`src/rtl/matrix_index_sequencer.sv`:
```
// Emits the (row, col) index stream for a full or upper-triangle walk of an
// N x N matrix, paced by a valid/ready handshake toward the MAC stage.

module idx_counter #(
    parameter int WIDTH = 5
) (
    input  logic             clk,
    input  logic             rst,
    input  logic             clr,
    input  logic             load,
    input  logic [WIDTH-1:0] load_val,
    input  logic             inc,
    output logic [WIDTH-1:0] q
);
    always_ff @(posedge clk or negedge rst) begin
        if (!rst)      q <= '0;
        else if (clr)  q <= '0;
        else if (load) q <= load_val;
        else if (inc)  q <= q + 1'b1;
    end
endmodule

module matrix_index_sequencer #(
    parameter int WIDTH = 5
) (
    input  logic             clk,
    input  logic             rst,
    input  logic             start,
    input  logic [WIDTH-1:0] dim,
    input  logic             tri_walk,
    input  logic             abort,
    input  logic             idx_ready,
    output logic             idx_valid,
    output logic [WIDTH-1:0] row,
    output logic [WIDTH-1:0] col,
    output logic             last,
    output logic             busy,
    output logic             done
);
    typedef enum logic [1:0] {IDLE, RUN, DONE} state_t;

    state_t           state_q, state_d;
    logic [WIDTH-1:0] dim_q;
    logic             tri_q;
    logic [WIDTH-1:0] n_m1;
    logic             accept, run_abort, xfer, row_end, col_end, clr;

    assign n_m1      = dim_q - 1'b1;
    assign row_end   = (row == n_m1);
    assign col_end   = (col == n_m1);
    assign idx_valid = (state_q == RUN);
    assign busy      = (state_q != IDLE);
    assign done      = (state_q == DONE);
    assign last      = idx_valid && row_end && col_end;
    assign xfer      = idx_valid && idx_ready;
    assign accept    = (state_q == IDLE) && start;
    assign run_abort = (state_q == RUN) && abort;
    // Counters park at 0 after the final beat so they never step past N-1.
    assign clr       = accept || run_abort || (xfer && last);

    always_ff @(posedge clk or negedge rst) begin
        if (!rst) begin
            state_q <= IDLE;
            dim_q   <= '0;
            tri_q   <= 1'b0;
        end else begin
            state_q <= state_d;
            if (accept) begin
                dim_q <= dim;
                tri_q <= tri_walk;
            end
        end
    end

    always_comb begin
        state_d = state_q;
        case (state_q)
            IDLE: if (start) state_d = (dim != '0) ? RUN : DONE;
            RUN: begin
                if (abort)             state_d = IDLE;
                else if (xfer && last) state_d = DONE;
            end
            DONE:    state_d = IDLE;
            default: state_d = IDLE;
        endcase
    end

    idx_counter #(.WIDTH(WIDTH)) u_row (
        .clk      (clk),
        .rst      (rst),
        .clr      (clr),
        .load     (1'b0),
        .load_val ('0),
        .inc      (xfer && col_end),
        .q        (row)
    );

    // On a row wrap the triangular walk restarts at the diagonal of the next row.
    idx_counter #(.WIDTH(WIDTH)) u_col (
        .clk      (clk),
        .rst      (rst),
        .clr      (clr),
        .load     (xfer && col_end),
        .load_val (tri_q ? row + 1'b1 : '0),
        .inc      (xfer),
        .q        (col)
    );
endmodule

```
`config.mk`:
```
export PLATFORM = sky130hd
export DESIGN_NAME = matrix_index_sequencer
export DESIGN_NICKNAME = d
export VERILOG_FILES = /design/src/rtl/matrix_index_sequencer.sv
export SDC_FILE = /design/constraint.sdc
export NUM_CORES = 1
export LEC_CHECK = 0
export ABC_CLOCK_PERIOD_IN_PS = 3200
export BUFFER_PORTS_ARGS = -buffer_cell sky130_fd_sc_hd__buf_2
export CAP_MARGIN = 0
export CORE_AREA = 2 2 75 77
export CTS_CLUSTER_DIAMETER = 60
export DETAILED_ROUTE_END_ITERATION = 16
export DIE_AREA = 0 0 77 79
export PLACE_DENSITY = 0.47
export SLEW_MARGIN = 15
export SYNTH_ARGS = -nofsm -noshare
export SYNTH_HDL_FRONTEND = slang
export SYNTH_SLANG_ARGS = --single-unit
```
`constraint.sdc`:
```
create_clock -name clk -period 3.2 [get_ports clk]
set_clock_uncertainty 0.1 [all_clocks]
set_input_delay 0.16 -clock clk [delete_from_list [all_inputs] [get_ports clk]]
set_output_delay 0.16 -clock clk [all_outputs]
set_load 0.02 [all_outputs]
```
**Yosys cells after proc, flatten, opt, wreduce, memory -nomap -nowiden**

Cells that the tools add are included.

- Add/sub/neg operators: 3
- Eq/ne operators: 6
- Mux-type cells: 11
- Reduce and logical (&&, ||, !) cells: 15

Operator list:

| kind | count |
|---|---|
| $mux W5 | 6 |
| $add A5 B1 Y5 const B | 2 |
| $eq A5 B5 Y1 | 2 |
| $mux W2 | 4 |
| $logic_and A1 B1 Y1 | 7 |
| $reduce_bool A5 Y1 | 1 |
| $sub A5 B1 Y5 const B | 1 |
| $pmux W2 S2 | 1 |
| $reduce_bool A2 Y1 | 2 |
| $ne A3 B2 Y1 const B | 1 |
| $reduce_bool A3 Y1 | 1 |
| $eq A2 B1 Y1 const B | 1 |
| $eq A2 B2 Y1 const B | 1 |
| $logic_not A2 Y1 | 1 |
| $logic_or A1 B1 Y1 | 2 |
| $ne A2 B2 Y1 const B | 1 |
| $reduce_and A2 Y1 | 1 |

- Register bits after elaboration: 18
- Input port bits: 11
- Output and inout port bits: 14
- Word-level logic and storage cells: 40

**Logic depth before layout (Yosys ltp)**

Gate-level depths: netlist (run 1).

- Word-level depth: 8
- Gate-level depth with buffers: 10
- Mapped depth without buffers: 8

**Modules after synthesis**

Synthesis (run 1) repeated with hierarchy kept, for this count alone.

- Cells, all modules: 142
- Area, all modules: 1,327.5 um^2

Modules (own cells, without submodules):

| module | instances | cells an instance | area an instance (um^2) | sequential area each (um^2) |
|---|---|---|---|---|
| matrix_index_sequencer | 1 | 86 | 764.5 | 200.2 |
| idx_counter | 2 | 28 | 281.5 | 125.1 |

**Least setup slack after synthesis (run 1)**

No wires, ideal clock.

- Path type: register to register
- From: register dim_q[0]
- To: register state_q[1]
- Setup time: 0.077 ns
- Arrival: 2.244 ns
- Required time: 3.023 ns
- Setup slack: 0.778 ns
- Cell stages (with the launch flop): 11
- Path buffers: 2
- Clock period less this slack: 2.422 ns
- Path through: dfrtp_1 -> inv_1 -> ha_1 -> buf_4 -> xnor2_1 -> nor2_1 -> o32a_4 -> or2_1 -> buf_2 -> or4_1 -> a21oi_1

- Word-level cells in the longest chain between the ends: 7
- Elaborated cells on any way between the ends: 8
- Classes of those cells: 1 x add/sub; 3 x eq/ne; 4 x reduce/logical

RTL lines:

| item | RTL line | source |
|---|---|---|
| from (decl) | 43 | `logic [WIDTH-1:0] dim_q;` |
| from (signal assigned) | 69 | `dim_q <= dim;` |
| $sub A5 B1 Y5 * | 48 | `assign n_m1 = dim_q - 1'b1;` |
| $eq A5 B5 Y1 | 49 | `assign row_end = (row == n_m1);` |
| $logic_and A1 B1 Y1 | 54 | `assign last = idx_valid && row_end && col_end;` |
| $logic_and A1 B1 Y1 * | 54 |  |
| $logic_and A1 B1 Y1 * | 81 | `else if (xfer && last) state_d = DONE;` |
| $ne A3 B2 Y1 (no source line) * | n/a |  |
| $reduce_and A2 Y1 (no source line) * | n/a |  |
| to (signal assigned) | 67 | `state_q <= state_d;` |
| to (decl) | 42 | `state_t state_q, state_d;` |

Mark *: on every way between the ends. The rest lies on a longest branch, timed or not.
A chain may end at the register's enable or synchronous reset.

**Worst setup path after layout (run 1)**

Ends and elaborated chain as after synthesis.

==> qor.txt, run 1 <==
status = complete, no violations
Most used DFF post-synth = dfrtp_1
Cells after Synth = 138
VDD IR-drop max = 0.151 mV
top cell type's share of synthesized area = 34.9%
ANT cells = 0
global-route wire length before repair = 5260 um
CP Cell Sequence = inv_1, ha_1, nor3b_1, a2111oi_0, o311ai_1, or4_1, a21oi_1
RSZ-0062 raised after global routing = no
Ports = 25
CTS Buffer Depth = 2
setup_tns = 0 ps
Die H = 79 um
post-route ant nets = 0
vias in the first global route = 1038
Ys Warns = 0
area delta synth->final = 17.5%
Startpoint Class = flop
final hold violation count = 0
largest net degree at the start of global routing = 19
Post-synth EDFFs = 0
multi-input logic area = 766 um^2
register area share after synthesis = 34.9%
clk root buf = clkbuf_8
die area = 6080 um^2
placer congestion estimate = 0.766
slew margin rel. = 40.4%
Global Route Usage Sum = 10.8%
crit-path max FO = 7
fin crit period = 2780 ps
Hold Path Class = primary input to flop
combinational share of power = 33.8%
gr ovfl total = 0
family with the most delay on the worst path = compound AO/OA/AOI/OAI gates
Peak Freq = 360 MHz
distinct cell type count of the synthesized netlist = 48
sw frac = 33.7%
mapped cell area = 1290 um^2
CTS tree = built
slowest stage delay, CP = 600 ps
Core Box Area = 5340 um^2
post-synth top area cell = dfrtp_1
number of max-cap violations = 0
chip width = 77 um
DRT Pass-1 Iters = 5
Sink Count = 18
Post-CTS Setup Repair Bufs = 0
leading cell type in the layout, fill and taps excluded = buf_2
PwrDens = 451 nW/um^2
H-tree levels = 1
Via-to-Cell Ratio = 4.67
hold slack = 41.2 ps
most frequent cells in the layout = buf_2, dfrtp_1, nand2_1, inv_1, nor2_1
DP HPWL = 2380 um
Worst Path Arrival = 2850 ps
Clock Pin Slew Worst Setup and Hold Paths = 70 ps
nature of the critical path endpoint = flop
fin crit share = 86.9%
Pint = 453 uW
slew at the pin with the worst max-slew slack = 880 ps
max-slew violations = 0
TritonCTS Buffers = 3
post-CTS sizing = 0
Lkg Pwr = 0.671 nW
Post-CTS Hold Fix Bufs = 1
I/O Buffers = 24
Register Area = 450 um^2
Worst path slowest cell = or4_1
flop and latch count out of synthesis = 18
drt drc = 0
critical path class = flop to flop
Req. time, crit path = 3270 ps
Mean Syn Cell Area = 9.35 um^2
antenna violations before repair = 0
Final #Nets = 177
WP buf/inv = 1
clock latency on the worst-skew pair = 250 ps
via count = 1087
drt total wl = 3140 um
ranking of synthesized cells by area = dfrtp_1, mux2_2, nand2_1
DR WL/cell = 13.5 um
Initial Utilization = 24.2%
Seq pwr share = 43.1%
Core Rows = 27
Net Count, Synth = 152
clock share of power = 23.1%
Psw = 230 uW
fill count = 610
fraction of registers with async set/reset = 100%
Setup violations, final = 0
initial detailed-routing violation count = 53
share of layout cells above drive strength 1 = 26.1%
-- stage by stage --
stage	instances	setup WS (ps)	area, um^2	total power, mW	utilization [%]
5_1_grt	233	175	1520	0.733	28.4
6_report	233	419	1520	0.683	28.4
3_3_place_gp	229	408	1460	0.532	27.4
4_1_cts	233	431	1520	0.691	28.4
2_1_floorplan	138	778	1290	0.482	-
3_5_place_dp	229	480	1460	0.529	27.4
-- flip-flops by register name, indices dropped and copies added, names as in the netlist --
name     count
dim_q        5
state_q      2
tri_q        1
u_row.q      5
u_col.q      5
-- cell families (layout without fill, tap and decap cells) --
| kind of cell | Yosys count | after routing | synth area share (%) |
|---|---|---|---|
| and+or+nand+nor | 54 | 54 | 23.1 |
| AOI/OAI and AO/OA | 31 | 31 | 17.8 |
| DFF | 18 | 18 | 34.9 |
| buffers and inverters | 14 | 37 | 5.72 |
| xor gates and xnor gates | 11 | 11 | 9.60 |
| muxes | 7 | 7 | 5.92 |
| adders and majority gates | 3 | 3 | 2.91 |
-- power by group through the flow --
stage	Clock, mW	Combinational, mW	Sequential (mW)
floorplan	0	0.199	0.283
global placement	0	0.230	0.301
detailed placement	0	0.229	0.300
CTS	0.163	0.232	0.296
global route	0.177	0.255	0.300
finish	0.158	0.231	0.294
-- per-layer routing --
layer,up-vias,track usage (%),share of wire [%]
met4,0,2.14,0.64
met2,16,16.8,45
met1,526,16.1,53
met5,-,0,0
met3,4,1.36,2.1
li1,541,-,-
-- Yosys cell counts (4+ instances only) --
| cell type | number |
|---|---|
| a21oi_1 | 7 |
| dfrtp_1 | 18 |
| inv_1 | 8 |
| mux2_2 | 5 |
| nand2_1 | 12 |
| nand2b_1 | 4 |
| nand3_1 | 5 |
| nor2_1 | 8 |
| o21ai_0 | 4 |
| xnor2_1 | 5 |
| xor2_1 | 4 |
-- final cells by class --
| class | instances | share of cell area [%] |
|---|---|---|
| clock buffer | 3 | 2.73 |
| inverter | 8 | 1.98 |
| multi-input combinational | 106 | 50.5 |
| sequential | 18 | 29.7 |
| tap | 72 | 5.95 |
| timing repair buffer | 26 | 9.08 |
-- worst paths after layout --
path                             from    endpoint  slack, ps  cells past startpoint
setup / recovery             dim_q[0]  state_q[1]        420                      7
hold / removal                 dim[1]    dim_q[1]         40                      3
setup reg to reg             dim_q[0]  state_q[1]        420                      7
hold reg to reg            state_q[1]  state_q[1]        410                      1
max in group asynchronous         rst    dim_q[3]       2430                      2
min in group asynchronous         rst  u_col.q[3]        270                      2
-- worst min-delay path, cell delays in order --
cell and delay (ps):
buf_2 90, nand2_1 40, o21ai_0 60
No activity file was read; power rests on OpenSTA's default activity.
==> inputs of run 2 (changes only) <==
--- a/constraint.sdc
+++ b/constraint.sdc
@@ -4,2 +4,2 @@
 set_output_delay 0.16 -clock clk [all_outputs]
-set_load 0.02 [all_outputs]
+set_load 0.1 [all_outputs]
==> qor.txt, run 2 (synthesis results as in run 1) <==
placer congestion estimate = 0.825 (was 0.766)
Req. time, crit path = 2940 ps (was 3270 ps)
WP buf/inv = 2 (was 1)
CTS tree = built (unchanged)
leading cell type in the layout, fill and taps excluded = buf_2 (unchanged)
Peak Freq = 334 MHz (was 360 MHz)
drt total wl = 3200 um (was 3140 um)
number of max-cap violations = 0 (unchanged)
setup_tns = 0 ps (unchanged)
Worst path slowest cell = a2111oi_0 (was or4_1)
Final #Nets = 177 (unchanged)
multi-input logic area = 768 um^2 (was 766 um^2)
r2r endpoint = u_col.q[4] (was state_q[1])
worst reg2reg path depth = 7 (unchanged)
Worst Hold End = state_q[0] (was dim_q[1])
clk root buf = clkbuf_8 (unchanged)
gr ovfl total = 0 (unchanged)
status = complete, no violations (unchanged)
nature of the critical path endpoint = output pin (was flop)
antenna violations before repair = 0 (unchanged)
ANT cells = 0 (unchanged)
I/O Buffers = 24 (unchanged)
Worst Path Arrival = 2740 ps (was 2850 ps)
global-route wire length before repair = 5200 um (was 5260 um)
RSZ-0062 raised after global routing = no (unchanged)
post-route ant nets = 0 (unchanged)
Lkg Pwr = 0.678 nW (was 0.671 nW)
VDD IR-drop max = 0.187 mV (was 0.151 mV)
DP HPWL = 2420 um (was 2380 um)
Setup violations, final = 0 (unchanged)
Final Power = 778 uW (was 683 uW)
share of layout cells above drive strength 1 = 27.2% (was 26.1%)
chip width = 77 um (unchanged)
final core occ = 28.7% (was 28.4%)
crit-path max FO = 7 (unchanged)
max-slew violations = 0 (unchanged)
Ports = 25 (unchanged)
DR WL/cell = 13.7 um (was 13.5 um)
Register Area = 450 um^2 (unchanged)
fin crit period = 3000 ps (was 2780 ps)
Post-CTS Setup Repair Bufs = 0 (unchanged)
TritonCTS Buffers = 3 (unchanged)
most frequent cells in the layout = buf_2, dfrtp_1, nand2_1, inv_1 (was buf_2, dfrtp_1, nand2_1, inv_1, nor2_1)
Startpoint Class = flop (unchanged)
CTS Buffer Depth = 2 (unchanged)
Largest regs = dim_q (5), u_col.q (5), u_row.q (5) (unchanged)
fin crit share = 93.7% (was 86.9%)
RR Startpoint = dim_q[0] (unchanged)
DRT Pass-1 Iters = 4 (was 5)
Core Rows = 27 (unchanged)
Hold Path Class = primary input to flop (unchanged)
Core Box Area = 5340 um^2 (unchanged)
area delta synth->final = 18.7% (was 17.5%)
drt drc = 0 (unchanged)
Setup crit start = dim_q[0] (unchanged)
Die H = 79 um (unchanged)
H-tree levels = 1 (unchanged)
fill count = 600 (was 610)
PwrDens = 508 nW/um^2 (was 451 nW/um^2)
Clock Pin Slew Worst Setup and Hold Paths = 70 ps (about the same)
initial detailed-routing violation count = 64 (was 53)
Initial Utilization = 24.2% (unchanged)
final hold violation count = 0 (unchanged)
Sink Count = 18 (unchanged)
slew margin rel. = 32.6% (was 40.4%)
via count = 1064 (was 1087)
setup slack, reg-to-reg = 410 ps (was 420 ps)
clock latency on the worst-skew pair = 260 ps (was 250 ps)
die area = 6080 um^2 (unchanged)
slew at the pin with the worst max-slew slack = 995 ps (was 880 ps)
family with the most delay on the worst path = compound AO/OA/AOI/OAI gates (unchanged)
CP Cell Sequence = inv_1, ha_1, nor3b_1, a2111oi_0, o311ai_1, nor2_2, buf_2 (was inv_1, ha_1, nor3b_1, a2111oi_0, o311ai_1, or4_1, a21oi_1)
WHS Path Cells = 2 (was 3)
critical path class = flop to output pin (was flop to flop)
Global Route Usage Sum = 10.8% (about the same)
Via-to-Cell Ratio = 4.55 (was 4.67)
vias in the first global route = 1027 (was 1038)
largest net degree at the start of global routing = 19 (unchanged)
slowest stage delay, CP = 460 ps (was 600 ps)
critical hold path startpoint = abort (was dim[1])
## run 2: cell count changes in the layout (fill, tap and decap cells not counted), sizes merged
cell,before,now
clkbuf,3,4
## run 2: layout make-up
type	instances	area share (%)
Clock buffer	4	3.59
Inverter	8	1.96
Multi-Input combinational cell	106	50.2
Sequential cell	18	29.4
Tap cell	72	5.88
Timing Repair Buffer	26	8.99
## run 2: stage by stage
stage	setup slack [ps]	area (um^2)	std cells	hold slack [ps]
2_1_floorplan	250	1290	138	-236
3_3_place_gp	427	1470	229	30.7
3_5_place_dp	460	1470	229	35.5
4_1_cts	231	1530	234	18.4
5_1_grt	13.8	1530	234	28.9
6_report	202	1530	234	16.3
## run 2: worst max-delay path by stage
stage	to	slack [ps]	cells after the start
2_1_floorplan	last	250	5
3_3_place_gp	u_col.q[4]	430	7
3_5_place_dp	u_col.q[4]	460	7
4_1_cts	last	230	7
5_1_grt	last	10	7
6_report	last	200	7
## run 2: metal layers
layer	routed length, um	vias to the layer above	part of all wire (%)	GRT usage (%)
met4	39	0	1.2	3.21
met2	1420	19	44	16.9
met5	0	-	0	0
met3	80	5	2.5	1.93
met1	1650	500	52	15.2
li1	-	540	-	-
## run 2: where the power goes
group | switching (mW) | leakage (nW) | internal (mW)
registers | 0.0416 | 0.236 | 0.252
logic | 0.172 | 0.413 | 0.117
clock network | 0.0851 | 0.0288 | 0.110
## run 2: timing repair
item | in CTS | in global routing
endpoints found under the hold margin | 18 | 0
hold buffers | 1 | 0
gates resized for setup | 0 | 0
## run 2: worst register-to-register path, stage by stage (launching register included)
cell       delay [ps]
dfrtp_1           420
inv_1              80
ha_1              290
nor3b_1           190
a2111oi_0         460
o311ai_1          410
o21ai_0           550
o32ai_1           160
==> inputs of run 3 (changes only) <==
SETUP_SLACK_MARGIN = 0.4   (was default)
==> qor.txt, run 3 (synthesis results as in run 1) <==
PwrDens = 486 nW/um^2 (was 508 nW/um^2)
DRT Pass-1 Iters = 4 (unchanged)
design area = 1560 um^2 (was 1530 um^2)
Placed Instance Area = 1480 um^2 (was 1470 um^2)
CTS tree = built (unchanged)
TritonCTS Buffers = 3 (unchanged)
worst reg2reg path depth = 8 (was 7)
crit-path max FO = 7 (unchanged)
post-route ant nets = 0 (unchanged)
Req. time, crit path = 2940 ps (about the same)
sw frac = 39.6% (was 38.4%)
final core occ = 29.2% (was 28.7%)
drt total wl = 3250 um (was 3200 um)
ANT cells = 0 (unchanged)
fin crit share = 82.9% (was 93.7%)
placer congestion estimate = 0.737 (was 0.825)
RR Startpoint = dim_q[0] (unchanged)
Setup crit start = dim_q[0] (unchanged)
Psw = 300 uW (was 299 uW)
Core Rows = 27 (unchanged)
Core Box Area = 5340 um^2 (unchanged)
setup slack, reg-to-reg = 630 ps (was 410 ps)
I/O Buffers = 24 (unchanged)
max-slew violations = 0 (unchanged)
Startpoint Class = flop (unchanged)
Global Route Usage Sum = 11.8% (was 10.8%)
die area = 6080 um^2 (unchanged)
critical path class = flop to output pin (unchanged)
status = complete, no violations (unchanged)
most frequent cells in the layout = buf_2, dfrtp_1, nand2_1, inv_1 (unchanged)
Final #Nets = 179 (was 177)
largest net degree at the start of global routing = 19 (unchanged)
fin crit period = 2650 ps (was 3000 ps)
global-route wire length before repair = 5690 um (was 5200 um)
critical hold path startpoint = dim[1] (was abort)
Lkg Pwr = 0.680 nW (was 0.678 nW)
Setup violations, final = 0 (unchanged)
Register Area = 450 um^2 (unchanged)
drt drc = 0 (unchanged)
Largest regs = dim_q (5), u_col.q (5), u_row.q (5) (unchanged)
share of layout cells above drive strength 1 = 29.4% (was 27.2%)
leading cell type in the layout, fill and taps excluded = buf_2 (unchanged)
Worst Path Arrival = 2390 ps (was 2740 ps)
CTS Buffer Depth = 2 (unchanged)
clock share of power = 21.3% (was 25.0%)
DR WL/cell = 13.8 um (was 13.7 um)
gr ovfl total = 0 (unchanged)
number of max-cap violations = 0 (unchanged)
Via-to-Cell Ratio = 4.62 (was 4.55)
RSZ-0062 raised after global routing = no (unchanged)
fill count = 601 (was 600)
Ports = 25 (unchanged)
chip width = 77 um (unchanged)
Initial Utilization = 24.2% (unchanged)
Clock Pin Slew Worst Setup and Hold Paths = 70 ps (about the same)
multi-input logic area = 792 um^2 (was 768 um^2)
vias in the first global route = 1149 (was 1027)
Seq pwr share = 38.9% (was 37.7%)
Die H = 79 um (unchanged)
slew margin rel. = 59.2% (was 32.6%)
clock latency on the worst-skew pair = 250 ps (was 260 ps)
WHS Path Cells = 3 (was 2)
Hold Path Class = primary input to flop (unchanged)
VDD IR-drop max = 0.212 mV (was 0.187 mV)
via count = 1086 (was 1064)
nature of the critical path endpoint = output pin (unchanged)
Peak Freq = 377 MHz (was 334 MHz)
setup_tns = 0 ps (unchanged)
antenna violations before repair = 0 (unchanged)
clk root buf = clkbuf_8 (unchanged)
Sink Count = 18 (unchanged)
DP HPWL = 2400 um (was 2420 um)
initial detailed-routing violation count = 40 (was 64)
combinational share of power = 39.8% (was 37.2%)
final hold violation count = 0 (unchanged)
area delta synth->final = 20.9% (was 18.7%)
H-tree levels = 1 (unchanged)
Pint = 457 uW (was 479 uW)
slew at the pin with the worst max-slew slack = 610 ps (was 995 ps)
-- run 3: power groups by stage --
| stage | Combinational (mW) | Sequential, mW | Clock [mW] |
|---|---|---|---|
| 2_1_floorplan | 0.227 | 0.312 | 0 |
| 3_3_place_gp | 0.292 | 0.299 | 0 |
| 3_5_place_dp | 0.290 | 0.298 | 0 |
| 4_1_cts | 0.294 | 0.294 | 0.166 |
| 5_1_grt | 0.329 | 0.301 | 0.179 |
| 6_report | 0.301 | 0.294 | 0.161 |
-- run 3: final cells by class --
| cell class | instances | share of cell area [%] |
|---|---|---|
| inverter | 8 | 1.93 |
| timing repair buffer | 28 | 9.95 |
| sequential | 18 | 28.9 |
| clock buffer | 3 | 2.65 |
| multi-input combinational | 106 | 50.8 |
| tap | 72 | 5.78 |
-- run 3: final timing paths --
check	end
worst min register to register	state_q[1]
worst max-delay path	last
worst max register to register	u_col.q[3]
min in group asynchronous	state_q[0]
worst min-delay path	dim_q[1]
max in group asynchronous	u_row.q[3]
-- run 3: repair_timing --
item                       in CTS  in global routing
setup endpoints to repair       1                 10
hold endpoints to repair       18                  0
hold buffers                    1                  0
gates resized for setup         1                  4
setup buffers                   0                  1
pin swaps                       0                  1
-- run 3: routing by layer --
metal / part of all wire (%) / routed length [um] / vias up / track usage [%]
li1: - / - / 544 / -
met1: 51 / 1650 / 511 / 15.9
met2: 44 / 1420 / 22 / 18.7
met3: 3.1 / 100 / 9 / 2.05
met4: 2.5 / 81 / 0 / 5.36
met5: 0 / 0 / - / 0
-- run 3: stage by stage --
step	setup slack [ps]	hold WS (ps)	power [mW]	cells
after floorplan	396	-236	0.539	138
after global placement	502	34.7	0.591	230
after detailed placement	496	31.8	0.589	230
after CTS	437	32.3	0.754	234
after global routing	402	27.2	0.809	235
final	547	31.1	0.757	235
-- run 3: worst max-delay path, stage by stage, from the launching register on --
cell     delay (ps)
dfrtp_1         420
inv_1            90
ha_1            290
nor3b_2         280
nand2_1          90
o32a_4          240
or2_1           310
nor2_4          110
buf_4           290
